`config.mk`:
```
export PLATFORM = sky130hd
export DESIGN_NAME = one_to_four_dist_flat
export DESIGN_NICKNAME = d
export VERILOG_FILES = /design/src/rtl/one_to_four_dist_if.sv /design/src/rtl/one_to_four_dist.sv /design/src/flat_wrapper.sv
export SDC_FILE = /design/constraint.sdc
export NUM_CORES = 1
export LEC_CHECK = 0
export ABC_CLOCK_PERIOD_IN_PS = 5900
export BUFFER_PORTS_ARGS = -buffer_cell sky130_fd_sc_hd__buf_2
export CAP_MARGIN = 20
export CORE_MARGIN = 5
export CORE_UTILIZATION = 29
export CTS_BUF_LIST = sky130_fd_sc_hd__clkbuf_16
export CTS_CLUSTER_SIZE = 30
export DETAILED_ROUTE_END_ITERATION = 10
export MAX_ROUTING_LAYER = met4
export PLACE_DENSITY = 0.52
export SLEW_MARGIN = 20
export SYNTH_ARGS = -nofsm -noshare
export SYNTH_HDL_FRONTEND = slang
export SYNTH_SLANG_ARGS = --single-unit
```
`constraint.sdc`:
```
create_clock -name clk -period 5.9 [get_ports clk]
set_input_delay 0.59 -clock clk [delete_from_list [all_inputs] [get_ports clk]]
set_output_delay 0.59 -clock clk [all_outputs]
set_load 0.01 [all_outputs]
```
`src/rtl/one_to_four_dist_if.sv`:
```
// Handshake bundle between a producer/consumer group and the 1-to-4 distributor.
// The distributor takes the slave view; the environment driving it takes master.
interface one_to_four_dist_if #(
  parameter int unsigned WIDTH = 16,
  parameter int unsigned CNT_W = 8
);
  logic [WIDTH-1:0] in_data;
  logic [1:0]       in_sel;
  logic             in_valid;
  logic             in_ready;
  logic [WIDTH-1:0] q0;
  logic [WIDTH-1:0] q1;
  logic [WIDTH-1:0] q2;
  logic [WIDTH-1:0] q3;
  logic [3:0]       out_valid;
  logic [3:0]       out_ready;
  logic [CNT_W-1:0] dcount0;
  logic [CNT_W-1:0] dcount1;
  logic [CNT_W-1:0] dcount2;
  logic [CNT_W-1:0] dcount3;

  modport master (
    output in_data, in_sel, in_valid, out_ready,
    input  in_ready, q0, q1, q2, q3, out_valid, dcount0, dcount1, dcount2, dcount3
  );

  modport slave (
    input  in_data, in_sel, in_valid, out_ready,
    output in_ready, q0, q1, q2, q3, out_valid, dcount0, dcount1, dcount2, dcount3
  );
endinterface

```
`src/rtl/one_to_four_dist.sv`:
```
// Registered 1-to-4 distributor: one input word steered by in_sel into one of four
// single-entry holding slots, each drained by its own valid/ready consumer.
module one_to_four_dist #(
  parameter int unsigned WIDTH = 16,
  parameter int unsigned CNT_W = 8
) (
  input logic               clk,
  input logic               reset,
  one_to_four_dist_if.slave bus
);

  typedef enum logic {StEmpty, StFull} slot_state_e;

  slot_state_e      st_q  [4];
  logic [WIDTH-1:0] q_q   [4];
  logic [CNT_W-1:0] cnt_q [4];
  logic [3:0]       vld;
  logic             acc;

  always_comb begin
    vld = '0;
    for (int i = 0; i < 4; i++) begin
      vld[i] = (st_q[i] == StFull);
    end
  end

  // Only the selected slot can stall the producer; no path from in_valid.
  assign bus.in_ready = ~vld[bus.in_sel] | bus.out_ready[bus.in_sel];
  assign acc          = bus.in_valid & bus.in_ready;

  always_ff @(posedge clk or posedge reset) begin
    if (reset) begin
      for (int i = 0; i < 4; i++) begin
        st_q[i]  <= StEmpty;
        q_q[i]   <= '0;
        cnt_q[i] <= '0;
      end
    end else begin
      for (int i = 0; i < 4; i++) begin
        // A load wins over a consume so a full slot refills without a bubble.
        if (acc && (bus.in_sel == 2'(i))) begin
          q_q[i]  <= bus.in_data;
          st_q[i] <= StFull;
        end else if (vld[i] && bus.out_ready[i]) begin
          st_q[i] <= StEmpty;
        end
        if (vld[i] && bus.out_ready[i]) begin
          cnt_q[i] <= cnt_q[i] + CNT_W'(1);
        end
      end
    end
  end

  assign bus.out_valid = vld;
  assign bus.q0        = q_q[0];
  assign bus.q1        = q_q[1];
  assign bus.q2        = q_q[2];
  assign bus.q3        = q_q[3];
  assign bus.dcount0   = cnt_q[0];
  assign bus.dcount1   = cnt_q[1];
  assign bus.dcount2   = cnt_q[2];
  assign bus.dcount3   = cnt_q[3];

endmodule

```
`src/flat_wrapper.sv`:
```
// flat-port wrapper written by rule: the top's interface ports become plain ports
module one_to_four_dist_flat 
#(
  parameter int unsigned WIDTH = 16,
  parameter int unsigned CNT_W = 8
)
  (clk, reset, bus_in_data, bus_in_sel, bus_in_valid, bus_out_ready, bus_in_ready, bus_q0, bus_q1, bus_q2, bus_q3, bus_out_valid, bus_dcount0, bus_dcount1, bus_dcount2, bus_dcount3);
  one_to_four_dist_if #(.WIDTH(WIDTH), .CNT_W(CNT_W)) bus_i ();
  input logic clk;
  input logic reset;
  input wire logic [$bits(bus_i.in_data)-1:0] bus_in_data;
  input wire logic [$bits(bus_i.in_sel)-1:0] bus_in_sel;
  input wire logic [$bits(bus_i.in_valid)-1:0] bus_in_valid;
  input wire logic [$bits(bus_i.out_ready)-1:0] bus_out_ready;
  output wire logic [$bits(bus_i.in_ready)-1:0] bus_in_ready;
  output wire logic [$bits(bus_i.q0)-1:0] bus_q0;
  output wire logic [$bits(bus_i.q1)-1:0] bus_q1;
  output wire logic [$bits(bus_i.q2)-1:0] bus_q2;
  output wire logic [$bits(bus_i.q3)-1:0] bus_q3;
  output wire logic [$bits(bus_i.out_valid)-1:0] bus_out_valid;
  output wire logic [$bits(bus_i.dcount0)-1:0] bus_dcount0;
  output wire logic [$bits(bus_i.dcount1)-1:0] bus_dcount1;
  output wire logic [$bits(bus_i.dcount2)-1:0] bus_dcount2;
  output wire logic [$bits(bus_i.dcount3)-1:0] bus_dcount3;
  assign bus_i.in_data = bus_in_data;
  assign bus_i.in_sel = bus_in_sel;
  assign bus_i.in_valid = bus_in_valid;
  assign bus_i.out_ready = bus_out_ready;
  assign bus_in_ready = bus_i.in_ready;
  assign bus_q0 = bus_i.q0;
  assign bus_q1 = bus_i.q1;
  assign bus_q2 = bus_i.q2;
  assign bus_q3 = bus_i.q3;
  assign bus_out_valid = bus_i.out_valid;
  assign bus_dcount0 = bus_i.dcount0;
  assign bus_dcount1 = bus_i.dcount1;
  assign bus_dcount2 = bus_i.dcount2;
  assign bus_dcount3 = bus_i.dcount3;
  one_to_four_dist #(.WIDTH(WIDTH), .CNT_W(CNT_W)) u_core (.clk(clk), .reset(reset), .bus(bus_i));
endmodule
```
==> flow_metrics.tcl <==
set metrics [dict create \
    outcome "finished, final reports clean" \
    sequential_share_of_power 0.486 \
    place.detailed.hpwl_um 6624 \
    fp.dieH_um 128.6 \
    tritoncts "done" \
    diodes 0 \
    i_o_pins 126 \
    clk-insertion-delay-late_ns 0.34 \
    netlist_instances 268 \
    timing.max_cap.violations 0 \
    placement_rows 43 \
    combinationalPowerShare 0.246 \
    post_synth_main_area_contributors "sky130_fd_sc_hd__dfrtp_1 (61%), sky130_fd_sc_hd__mux2_2 (10%), sky130_fd_sc_hd__mux2_4 (7.4%)" \
    synth-edff-count 0 \
    dr_vias 2563 \
    cts-htree-levels 3 \
    grt_max_degree 71 \
    synth_nets 297 \
    synth_cell_types 26 \
    global_route.usage.met1 0.1522 \
    hold_class "primary input to asynchronous set/reset pin" \
    dp_cells 569 \
    period_utilization 0.3733 \
    grt_setup_unrepaired "no" \
    worstSetupEndpointType "output port" \
    yosysMostFrequentCell "sky130_fd_sc_hd__dfrtp_1" \
    floorplan.die_area_sq_mm 0.01655 \
    worstPathArrival_ns 1.61 \
    place_congestion 0.7740 \
    fin_crit_ns 2.202 \
    dominantRegCellSynth "sky130_fd_sc_hd__dfrtp_1" \
    worst_pin_slew_ns 1.104 \
    seq_area_frac_synth 0.6131 \
    numClockSinks 100 \
    die_x_um 128.6 \
    power_report.internal_total_mw 1.369 \
    fmax_ghz 0.4541 \
    power.switching_uw 598.2 \
    drc_violation_count_after_routing 0 \
    critPathTopFamily "multiplexers" \
    tritoncts.num_buffers 9 \
    synthesis.area_sq_mm 0.004081 \
    path_buf_inv 2 \
    finalCoreUtilization 0.3709 \
    area_growth_synth_to_finish_pct 25.66 \
    wirelength_um 9251 \
    clock_power_share 0.268 \
    final_cell_count_no_fill 583 \
    relSlewSlack 0.2639 \
    hold_slack_ns 0.2449 \
    global_route.usage.met3 0.02823 \
    drt.antenna.violating_nets 0 \
    fraction_of_final_layout_cells_with_drive_strength_greater_than_1 0.5062 \
    p_per_area_mw_per_mm2 383.5 \
    grt_pass1_wl_um 14840 \
    syn_area_per_cell_sq_um 15.23 \
    skew_ns 0.008744 \
    critPathRequiredTime_ns 5.31 \
    grt_overflow 0 \
    cts_resized 0 \
    antenna_found_initial 0 \
    synth_top_cells_by_count "sky130_fd_sc_hd__dfrtp_1 (100), sky130_fd_sc_hd__mux2_2 (38), sky130_fd_sc_hd__nand2_1 (24)" \
    power_switching_share 0.3041 \
    grt_pass1_vias 2672 \
    timing.critical_path.mode_cell "sky130_fd_sc_hd__buf_2" \
    placement.io_buffers 125 \
    worstPathCellList "buf_2 > nand2b_1 > mux4_1 > buf_2" \
    final-max-slew-violation-count 0 \
    grt_busiest_layer "met2" \
    path_class "primary input to output port" \
    first_pass_iters 4 \
    global_route.usage.met2 0.1808 \
    routed_wire_length_per_instance_um 15.87 \
    synth_async_sr_flop_share 1.000 \
    track_usage 0.1199 \
    dpl_cell_area_sq_mm 0.004871 \
    floorplan.core_area_sq_mm 0.01383 \
    cpMaxStageDelayCell "sky130_fd_sc_hd__mux4_1" \
    cts_hold_buffers 0 \
    yosys.area.top_type "sky130_fd_sc_hd__dfrtp_1" \
    maximum_vdd_drop_uv 131.4 \
    static-leakage-power_nw 2.514 \
    synth.top_cell.area_share 0.6131 \
    finalNetCount 429 \
    initial_utilization 0.2952 \
    worst_r2r_path_depth 3 \
    max-clock-path-buffers 2 \
    detail_route.iter0.violations 85 \
    setup_viol_count_final 0 \
    worstSetupPathDepth 4 \
    final_design_instance_area_without_fill_sq_mm 0.005129 \
    setup_total_negative_slack_ns 0 \
    ys_ff_latch 100 \
    yosysWarningCount 0 \
    report.final.hold_viol_count 0 \
    startpoint_type "primary input" \
    vias_per_instance 4.396 \
    ctsRootBufferMaster "sky130_fd_sc_hd__clkbuf_16" \
    worstPathMaxFanout 4 \
    path_clk_slew_ns 0.06 \
    worst_path_largest_cell_delay_ns 0.53 \
    cts_setup_buffers 0 \
]
cell usage in the layout, fill, tap and decap left out, drive strengths merged, types with 4 or more instances in the layout:
| cell | n |
|---|---|
| and3 | 5 |
| and4 | 4 |
| buf | 127 |
| clkbuf | 9 |
| dfrtp | 100 |
| ha | 4 |
| mux2 | 68 |
| nand2 | 25 |
| nand2b | 4 |
| nand3 | 5 |
| nand4 | 4 |
| nor2 | 4 |
| nor3 | 4 |
| xnor2 | 20 |
| xor2 | 8 |
metrics by stage:
step                      worst slack, ns  power (mW)
after floorplan                     2.691       1.228
after global placement              3.522       1.450
after detailed placement            3.479       1.465
after CTS                           3.671       2.006
after global routing                3.620       2.090
final                               3.698       1.967
worst reg2reg max path: stages (launching register included):
cell and delay (ns):
sky130_fd_sc_hd__dfrtp_1 0.42, sky130_fd_sc_hd__nand2b_1 0.12, sky130_fd_sc_hd__and3_1 0.90, sky130_fd_sc_hd__mux2_2 0.43
kinds of logic after synthesis:
group                    share of synthesized area
AO/OA/AOI/OAI                             0.001225
flip-flops                                  0.6131
buffers and inverters                      0.02085
adder cells (fa/ha/maj)                    0.01226
multiplexers                                0.2124
AND/OR/NAND/NOR                            0.08001
XOR/XNOR                                   0.06009
worst paths after layout:
path                                                     start                                end  slack, ns
setup / recovery                              bus_out_ready[0]                       bus_in_ready       3.70
hold / removal                                           reset  u_core.bus.dcount0[7]$_DFFE_PP0P_       0.24
setup reg to reg           u_core.bus.out_valid[2]$_DFFE_PP0P_      u_core.bus.q2[11]$_DFFE_PP0P_       3.92
hold reg to reg              u_core.bus.dcount3[7]$_DFFE_PP0P_  u_core.bus.dcount3[7]$_DFFE_PP0P_       0.47
max in group asynchronous                                reset      u_core.bus.q1[11]$_DFFE_PP0P_       4.41
min in group clk             u_core.bus.dcount3[7]$_DFFE_PP0P_  u_core.bus.dcount3[7]$_DFFE_PP0P_       0.47
layout make-up:
class	count	area (sq um)
clock buffers	9	225.2
multi-input cells	161	1496
well taps	180	225.2
fillers	1351	8698
clock inverters	5	32.53
repair buffers	127	640.6
flip-flops and latches	100	2502
inverters	1	6.256
registers in the layout (all words and copies together), names as in the netlist:
name	count
u_core.bus.q0	16
u_core.bus.q1	16
u_core.bus.q2	16
u_core.bus.q3	16
u_core.bus.dcount0	8
u_core.bus.dcount1	8
u_core.bus.dcount2	8
u_core.bus.dcount3	8
u_core.bus.out_valid	4
power groups by stage:
stage	clock network (mW)	registers (mW)	logic (mW)
final	0.528	0.955	0.484
after global routing	0.578	0.979	0.533
after CTS	0.550	0.957	0.498
after detailed placement	0	0.967	0.497
after global placement	0	0.962	0.488
after floorplan	0	1.03	0.200
layer usage:
layer  up-vias  routed length (um)
met3        14                 523
li1       1194                   -
met1      1290                4117
met5         -                   0
met4         0                 212
met2        65                4398
Note: power is estimated with default switching activity, not from simulation.
